--- src/rtl/traffic_pkg.sv ---
// Shared definitions for the traffic light controller and the intersection model:
// light encodings, monitor flag positions and the per-street sequencing rule.
package traffic_pkg;

  localparam logic [1:0] GREEN   = 2'b00;
  localparam logic [1:0] YELLOW  = 2'b01;
  localparam logic [1:0] RED     = 2'b10;
  localparam logic [1:0] ILLEGAL = 2'b11;

  localparam int ERR_CONFLICT = 0;
  localparam int ERR_CODE     = 1;
  localparam int ERR_SEQ      = 2;

  // True when a single street jumps out of the G->Y->R->G order.
  // Callers only use it with two legal codes.
  function automatic logic bad_step(input logic [1:0] prev, input logic [1:0] cur);
    logic r;
    case (prev)
      GREEN:   r = (cur == RED);
      YELLOW:  r = (cur == GREEN);
      RED:     r = (cur == YELLOW);
      default: r = 1'b0;
    endcase
    return r;
  endfunction

endpackage

--- src/rtl/traffic_queue.sv ---
// One street of the intersection: saturating car queue, GREEN-timed departures,
// sticky overflow flag and a registered traffic-present sensor.
module traffic_queue
  import traffic_pkg::*;
#(
  parameter int QW            = 4,
  parameter int DEPART_CYCLES = 2
) (
  input  logic          clock,
  input  logic          reset,
  input  logic          arrival,
  input  logic [1:0]    light,
  output logic [QW-1:0] count,
  output logic          depart,
  output logic          ovf,
  output logic          present
);

  localparam logic [QW-1:0] Q_ZERO = {QW{1'b0}};
  localparam logic [QW-1:0] Q_ONE  = QW'(1);
  localparam logic [QW-1:0] Q_MAX  = {QW{1'b1}};
  localparam logic [3:0]    D_LAST = 4'(DEPART_CYCLES - 1);

  logic [3:0]    dcnt_r;
  logic [3:0]    dcnt_s;
  logic [QW-1:0] count_r;
  logic [QW-1:0] count_s;
  logic          ovf_r;
  logic          ovf_s;
  logic          present_r;
  logic          present_s;
  logic          busy_s;
  logic          depart_s;

  // Departure timing runs only while GREEN with a car waiting.
  always_comb begin
    busy_s   = (light == GREEN) && (count_r != Q_ZERO);
    depart_s = busy_s && (dcnt_r == D_LAST);
  end

  // Next departure counter, queue count, overflow and sensor values.
  always_comb begin
    count_s = count_r;
    ovf_s   = ovf_r;
    if (busy_s && !depart_s) begin
      dcnt_s = dcnt_r + 4'd1;
    end else begin
      dcnt_s = 4'd0;
    end
    case ({arrival, depart_s})
      2'b10: begin
        if (count_r == Q_MAX) begin
          ovf_s = 1'b1;
        end else begin
          count_s = count_r + Q_ONE;
        end
      end
      2'b01:   count_s = count_r - Q_ONE;
      default: count_s = count_r;
    endcase
    present_s = (count_s != Q_ZERO);
  end

  // Queue state registers; reset discards every car and the overflow flag.
  always_ff @(posedge clock or negedge reset) begin
    if (!reset) begin
      dcnt_r    <= 4'd0;
      count_r   <= Q_ZERO;
      ovf_r     <= 1'b0;
      present_r <= 1'b0;
    end else begin
      dcnt_r    <= dcnt_s;
      count_r   <= count_s;
      ovf_r     <= ovf_s;
      present_r <= present_s;
    end
  end

  assign count   = count_r;
  assign depart  = depart_s;
  assign ovf     = ovf_r;
  assign present = present_r;

endmodule

--- config.mk ---
export PLATFORM = sky130hd
export DESIGN_NAME = traffic_queue
export DESIGN_NICKNAME = d
export VERILOG_FILES = /design/src/rtl/traffic_pkg.sv /design/src/rtl/traffic_queue.sv
export SDC_FILE = /design/constraint.sdc
export NUM_CORES = 1
export LEC_CHECK = 0
export ABC_AREA = 1
export ABC_CLOCK_PERIOD_IN_PS = 3000
export CELL_PAD_IN_SITES_DETAIL_PLACEMENT = 0
export CELL_PAD_IN_SITES_GLOBAL_PLACEMENT = 2
export CORE_MARGIN = 2
export CORE_UTILIZATION = 30
export DETAILED_ROUTE_END_ITERATION = 7
export GPL_TIMING_DRIVEN = 0
export HOLD_SLACK_MARGIN = 0.02
export MAX_ROUTING_LAYER = met4
export PLACE_DENSITY = 0.86
export SLEW_MARGIN = 20
export SYNTH_ARGS = -nofsm -noshare
export SYNTH_HDL_FRONTEND = slang
export SYNTH_SLANG_ARGS = --single-unit
--- constraint.sdc ---
create_clock -name clock -period 3 [get_ports clock]
set_input_delay 0.6 -clock clock [delete_from_list [all_inputs] [get_ports clock]]
set_output_delay 0.6 -clock clock [all_outputs]
set_load 0.005 [all_outputs]
==> impl_metrics.xml <==
<?xml version="1.0" encoding="UTF-8"?>
<metrics>
  <group name="power_and_ir_drop">
    <metric name="net-switching-power" unit="mW">0.165</metric>
    <metric name="ir_worst_vdd" unit="mV">0.279</metric>
    <metric name="clkPwrFrac" unit="%">24.3</metric>
    <metric name="power.share.sequential" unit="%">37.9</metric>
    <metric name="leakagePower" unit="nW">0.410</metric>
    <metric name="intPower" unit="mW">0.318</metric>
    <metric name="power.switching_fraction" unit="%">34.1</metric>
    <metric name="power.density" unit="nW/um2">591</metric>
    <metric name="p_comb_share" unit="%">37.8</metric>
  </group>
  <group name="finish">
    <metric name="layout-area-overhead-vs-synth" unit="%">28.3</metric>
    <metric name="diodes" unit="">0</metric>
    <metric name="drive_above_1_share" unit="%">10.2</metric>
    <metric name="nets" unit="">110</metric>
  </group>
  <group name="clocking">
    <metric name="cts_num_sinks" unit="">10</metric>
    <metric name="cts_tree" unit="">built</metric>
    <metric name="cts_root_buffer" unit="">sky130_fd_sc_hd__clkbuf_4</metric>
    <metric name="cts_hold_repair.buffers" unit="">0</metric>
    <metric name="cts_inserted_buffers" unit="">3</metric>
    <metric name="cts_setup_buffers" unit="">0</metric>
    <metric name="clock_network_latency_to_the_later_pin_of_the_worst_skew_pair" unit="ps">260</metric>
    <metric name="cts_buffer_depth" unit="">2</metric>
    <metric name="post_cts_resize_count" unit="">0</metric>
    <metric name="h-tree-depth" unit="">1</metric>
    <metric name="worst_setup_hold_path_clk_slew" unit="ps">60</metric>
  </group>
  <group name="die">
    <metric name="core" unit="um2">1980</metric>
    <metric name="initial_utilization" unit="%">32.1</metric>
    <metric name="chipHeight" unit="um">50.1</metric>
    <metric name="num_io_pins" unit="">12</metric>
    <metric name="die_area" unit="um2">2510</metric>
    <metric name="die_width" unit="um">50.1</metric>
    <metric name="num_rows" unit="">16</metric>
  </group>
  <group name="placed_design">
    <metric name="numPortBuffers" unit="">11</metric>
    <metric name="detailed_place_hpwl" unit="um">967</metric>
    <metric name="gp_routability_congestion" unit="">0.750</metric>
  </group>
  <group name="setup_path">
    <metric name="cpMostUsedCell" unit="">sky130_fd_sc_hd__nand3_1</metric>
    <metric name="setup.worst_path.class" unit="">reg2out</metric>
    <metric name="critical_path.n_buffers_inverters" unit="">2</metric>
    <metric name="end_kind" unit="">output pin</metric>
    <metric name="critPathMaxFanout" unit="">6</metric>
    <metric name="cp_peak_stage_delay" unit="ps">540</metric>
    <metric name="timing.rr.start" unit="">count[0]</metric>
    <metric name="critical_path.startpoint_type" unit="">flop</metric>
    <metric name="critical_path_required" unit="ps">2400</metric>
    <metric name="slowest_cp_cell" unit="">sky130_fd_sc_hd__clkdlybuf4s50_1</metric>
    <metric name="critical_path_cell_list" unit="">inv_1 -&gt; ha_1 -&gt; nand3_1 -&gt; nand3_1 -&gt; nor2_1 -&gt; clkdlybuf4s50_1</metric>
    <metric name="worst_ep_arrival_time" unit="ps">1960</metric>
    <metric name="worstSetupStartpoint" unit="">count[0]</metric>
    <metric name="crit_path_max_delay_family" unit="">buffers and inverters</metric>
  </group>
  <group name="timing">
    <metric name="maxClockFrequency" unit="GHz">0.391</metric>
    <metric name="whs" unit="ps">469</metric>
    <metric name="timing_worst_slew_pin_value" unit="ps">431</metric>
    <metric name="setup_tns" unit="ps">0</metric>
    <metric name="setup_viol" unit="">0</metric>
    <metric name="post_route_fraction_of_the_period_consumed_by_the_critical_path" unit="%">85.3</metric>
    <metric name="worst_clock_skew" unit="ps">2.97</metric>
    <metric name="hold_viol" unit="">0</metric>
    <metric name="setup_repair_after_global_routing_missed_its_margin" unit="">false</metric>
    <metric name="slew-limit-headroom" unit="%">71.2</metric>
    <metric name="final-max-slew-violation-count" unit="">0</metric>
    <metric name="layout_min_cycle_time" unit="ps">2560</metric>
  </group>
  <group name="status">
    <metric name="run_status" unit="">complete, no violations</metric>
  </group>
  <group name="synth">
    <metric name="synth.yosys.seq_area_share" unit="%">39.3</metric>
    <metric name="ys_ff_latch" unit="">10</metric>
    <metric name="post-synth-top-area-fraction" unit="%">39.3</metric>
    <metric name="postSynthNetCount" unit="">94</metric>
    <metric name="post_synth_num_cell_types" unit="">16</metric>
    <metric name="postSynthCellCount" unit="">83</metric>
    <metric name="netlist_area" unit="um2">637</metric>
    <metric name="yosys-top-cells-area" unit="">sky130_fd_sc_hd__dfrtp_1 39%, sky130_fd_sc_hd__ha_1 12%, sky130_fd_sc_hd__nand2_1 10%</metric>
    <metric name="post-synth-top-area-cell" unit="">sky130_fd_sc_hd__dfrtp_1</metric>
    <metric name="synth.yosys.warnings" unit="">0</metric>
    <metric name="synthesis.area_per_instance" unit="um2">7.67</metric>
  </group>
  <group name="hold_path">
    <metric name="hp-class" unit="">reg2reg</metric>
    <metric name="min-delay-start" unit="">ovf</metric>
  </group>
  <group name="global_routing">
    <metric name="global_route.usage.total" unit="%">11.5</metric>
    <metric name="globalRoute.totalOverflow" unit="">0</metric>
    <metric name="grt_start_max_net_pins" unit="">11</metric>
    <metric name="grt_first_pass_wirelength" unit="mm">2.14</metric>
    <metric name="antenna_found_initial" unit="">0</metric>
    <metric name="first_global_vias" unit="">495</metric>
  </group>
  <group name="detailed_routing">
    <metric name="drcViolationCount" unit="">0</metric>
    <metric name="detail-route-antenna-nets" unit="">0</metric>
    <metric name="viasPerCell" unit="">4.32</metric>
    <metric name="drtPass1Iterations" unit="">3</metric>
    <metric name="routed_wl" unit="mm">1.21</metric>
    <metric name="post_drt_wl_per_cell" unit="um">9.68</metric>
    <metric name="initialDrtViolationCount" unit="">4</metric>
    <metric name="routed-via-count" unit="">540</metric>
  </group>
  <group name="flow_run">
    <metric name="max_cap_viol_count" unit="">0</metric>
  </group>
</metrics>
==> through the flow <==
stage	std cells	util, %	cell area, um2	power (mW)	setup WS [ps]
after floorplan	83	-	637	0.296	1110
after global placement	121	39.4	781	0.369	552
after detailed placement	121	39.4	781	0.370	564
after CTS	125	41.2	817	0.491	406
after global routing	125	41.2	817	0.529	283
final	125	41.2	817	0.483	441
==> metal layers <==
layer	up-vias	GRT usage [%]	wire [um]
li1	288	-	-
met1	241	14.2	581
met2	11	18.0	571
met3	0	4.55	58
met4	0	1.39	0
met5	-	-	0
==> worst register-to-register path, stage by stage (launching register included) <==
cell and delay, ps:
sky130_fd_sc_hd__dfrtp_1 460, sky130_fd_sc_hd__inv_1 110, sky130_fd_sc_hd__ha_1 230, sky130_fd_sc_hd__nand3_1 120, sky130_fd_sc_hd__nand3_1 70, sky130_fd_sc_hd__nor2_1 170
sky130_fd_sc_hd__ha_1 320, sky130_fd_sc_hd__inv_1 120, sky130_fd_sc_hd__nand2_1 80, sky130_fd_sc_hd__nand2_1 70, sky130_fd_sc_hd__nand2_2 60, sky130_fd_sc_hd__nor2_2 90
sky130_fd_sc_hd__nand3_1 80
==> cells in the final DEF (no fill, tap or decap), drive strengths merged <==
| cell | count |
|---|---|
| dfrtp | 10 |
| o211ai | 1 |
| a21oi | 2 |
| nor2 | 11 |
| nand3 | 12 |
| buf | 1 |
| xor2 | 1 |
| o21ai | 1 |
| ha | 6 |
| xnor2 | 1 |
| nand2 | 20 |
| clkbuf | 4 |
| inv | 15 |
| nand4 | 2 |
| clkdlybuf4s50 | 11 |
==> state kept, by name, summed over array words and instances, names as in the netlist <==
| name | flops |
|---|---|
| dcnt_r | 4 |
| present | 1 |
| count | 4 |
| ovf | 1 |
==> area by class of cell <==
cell class | count | area, um2
fill | 211 | 1160
multi-input combinational | 57 | 319
sequential | 10 | 250
timing repair buffer | 11 | 110
inverter | 15 | 56.3
clock buffer | 4 | 36.3
tap | 27 | 33.8
buffer | 1 | 11.3
==> synth_stat cells <==
library cell	count
sky130_fd_sc_hd__a21oi_1	2
sky130_fd_sc_hd__buf_6	1
sky130_fd_sc_hd__dfrtp_1	10
sky130_fd_sc_hd__ha_1	6
sky130_fd_sc_hd__inv_1	15
sky130_fd_sc_hd__nand2_1	17
sky130_fd_sc_hd__nand2_2	3
sky130_fd_sc_hd__nand3_1	11
sky130_fd_sc_hd__nand3_2	1
sky130_fd_sc_hd__nand4_1	2
sky130_fd_sc_hd__nor2_1	10
sky130_fd_sc_hd__nor2_2	1
sky130_fd_sc_hd__o211ai_1	1
sky130_fd_sc_hd__o21ai_0	1
sky130_fd_sc_hd__xnor2_1	1
sky130_fd_sc_hd__xor2_1	1
==> worst paths after layout <==
kind	slack (ps)	end	depth (start not counted)
worst min register to register	470	ovf	2
min in group asynchronous	640	count[2]	1
worst max-delay path	440	depart	6
worst min-delay path	470	ovf	2
max in group asynchronous	2060	dcnt_r[1]	1
worst max register to register	890	present	12
==> kinds of logic (layout without fill, tap and decap cells) <==
group           Yosys count  after routing  synth area share (%)
compound gates            4              4                  3.54
simple gates             45             45                  32.0
fa+ha+maj                 6              6                  11.8
flops                    10             10                  39.3
buf+inv                  16             31                  10.6
xor+xnor                  2              2                  2.75
==> power by group through the flow <==
stage / combinational [mW] / sequential (mW) / clock [mW]
global placement: 0.183 / 0.186 / 0
finish: 0.182 / 0.183 / 0.117
global route: 0.206 / 0.187 / 0.136
detailed placement: 0.184 / 0.186 / 0
CTS: 0.185 / 0.183 / 0.123
floorplan: 0.115 / 0.181 / 0
Power figures use the tool's default switching activity.
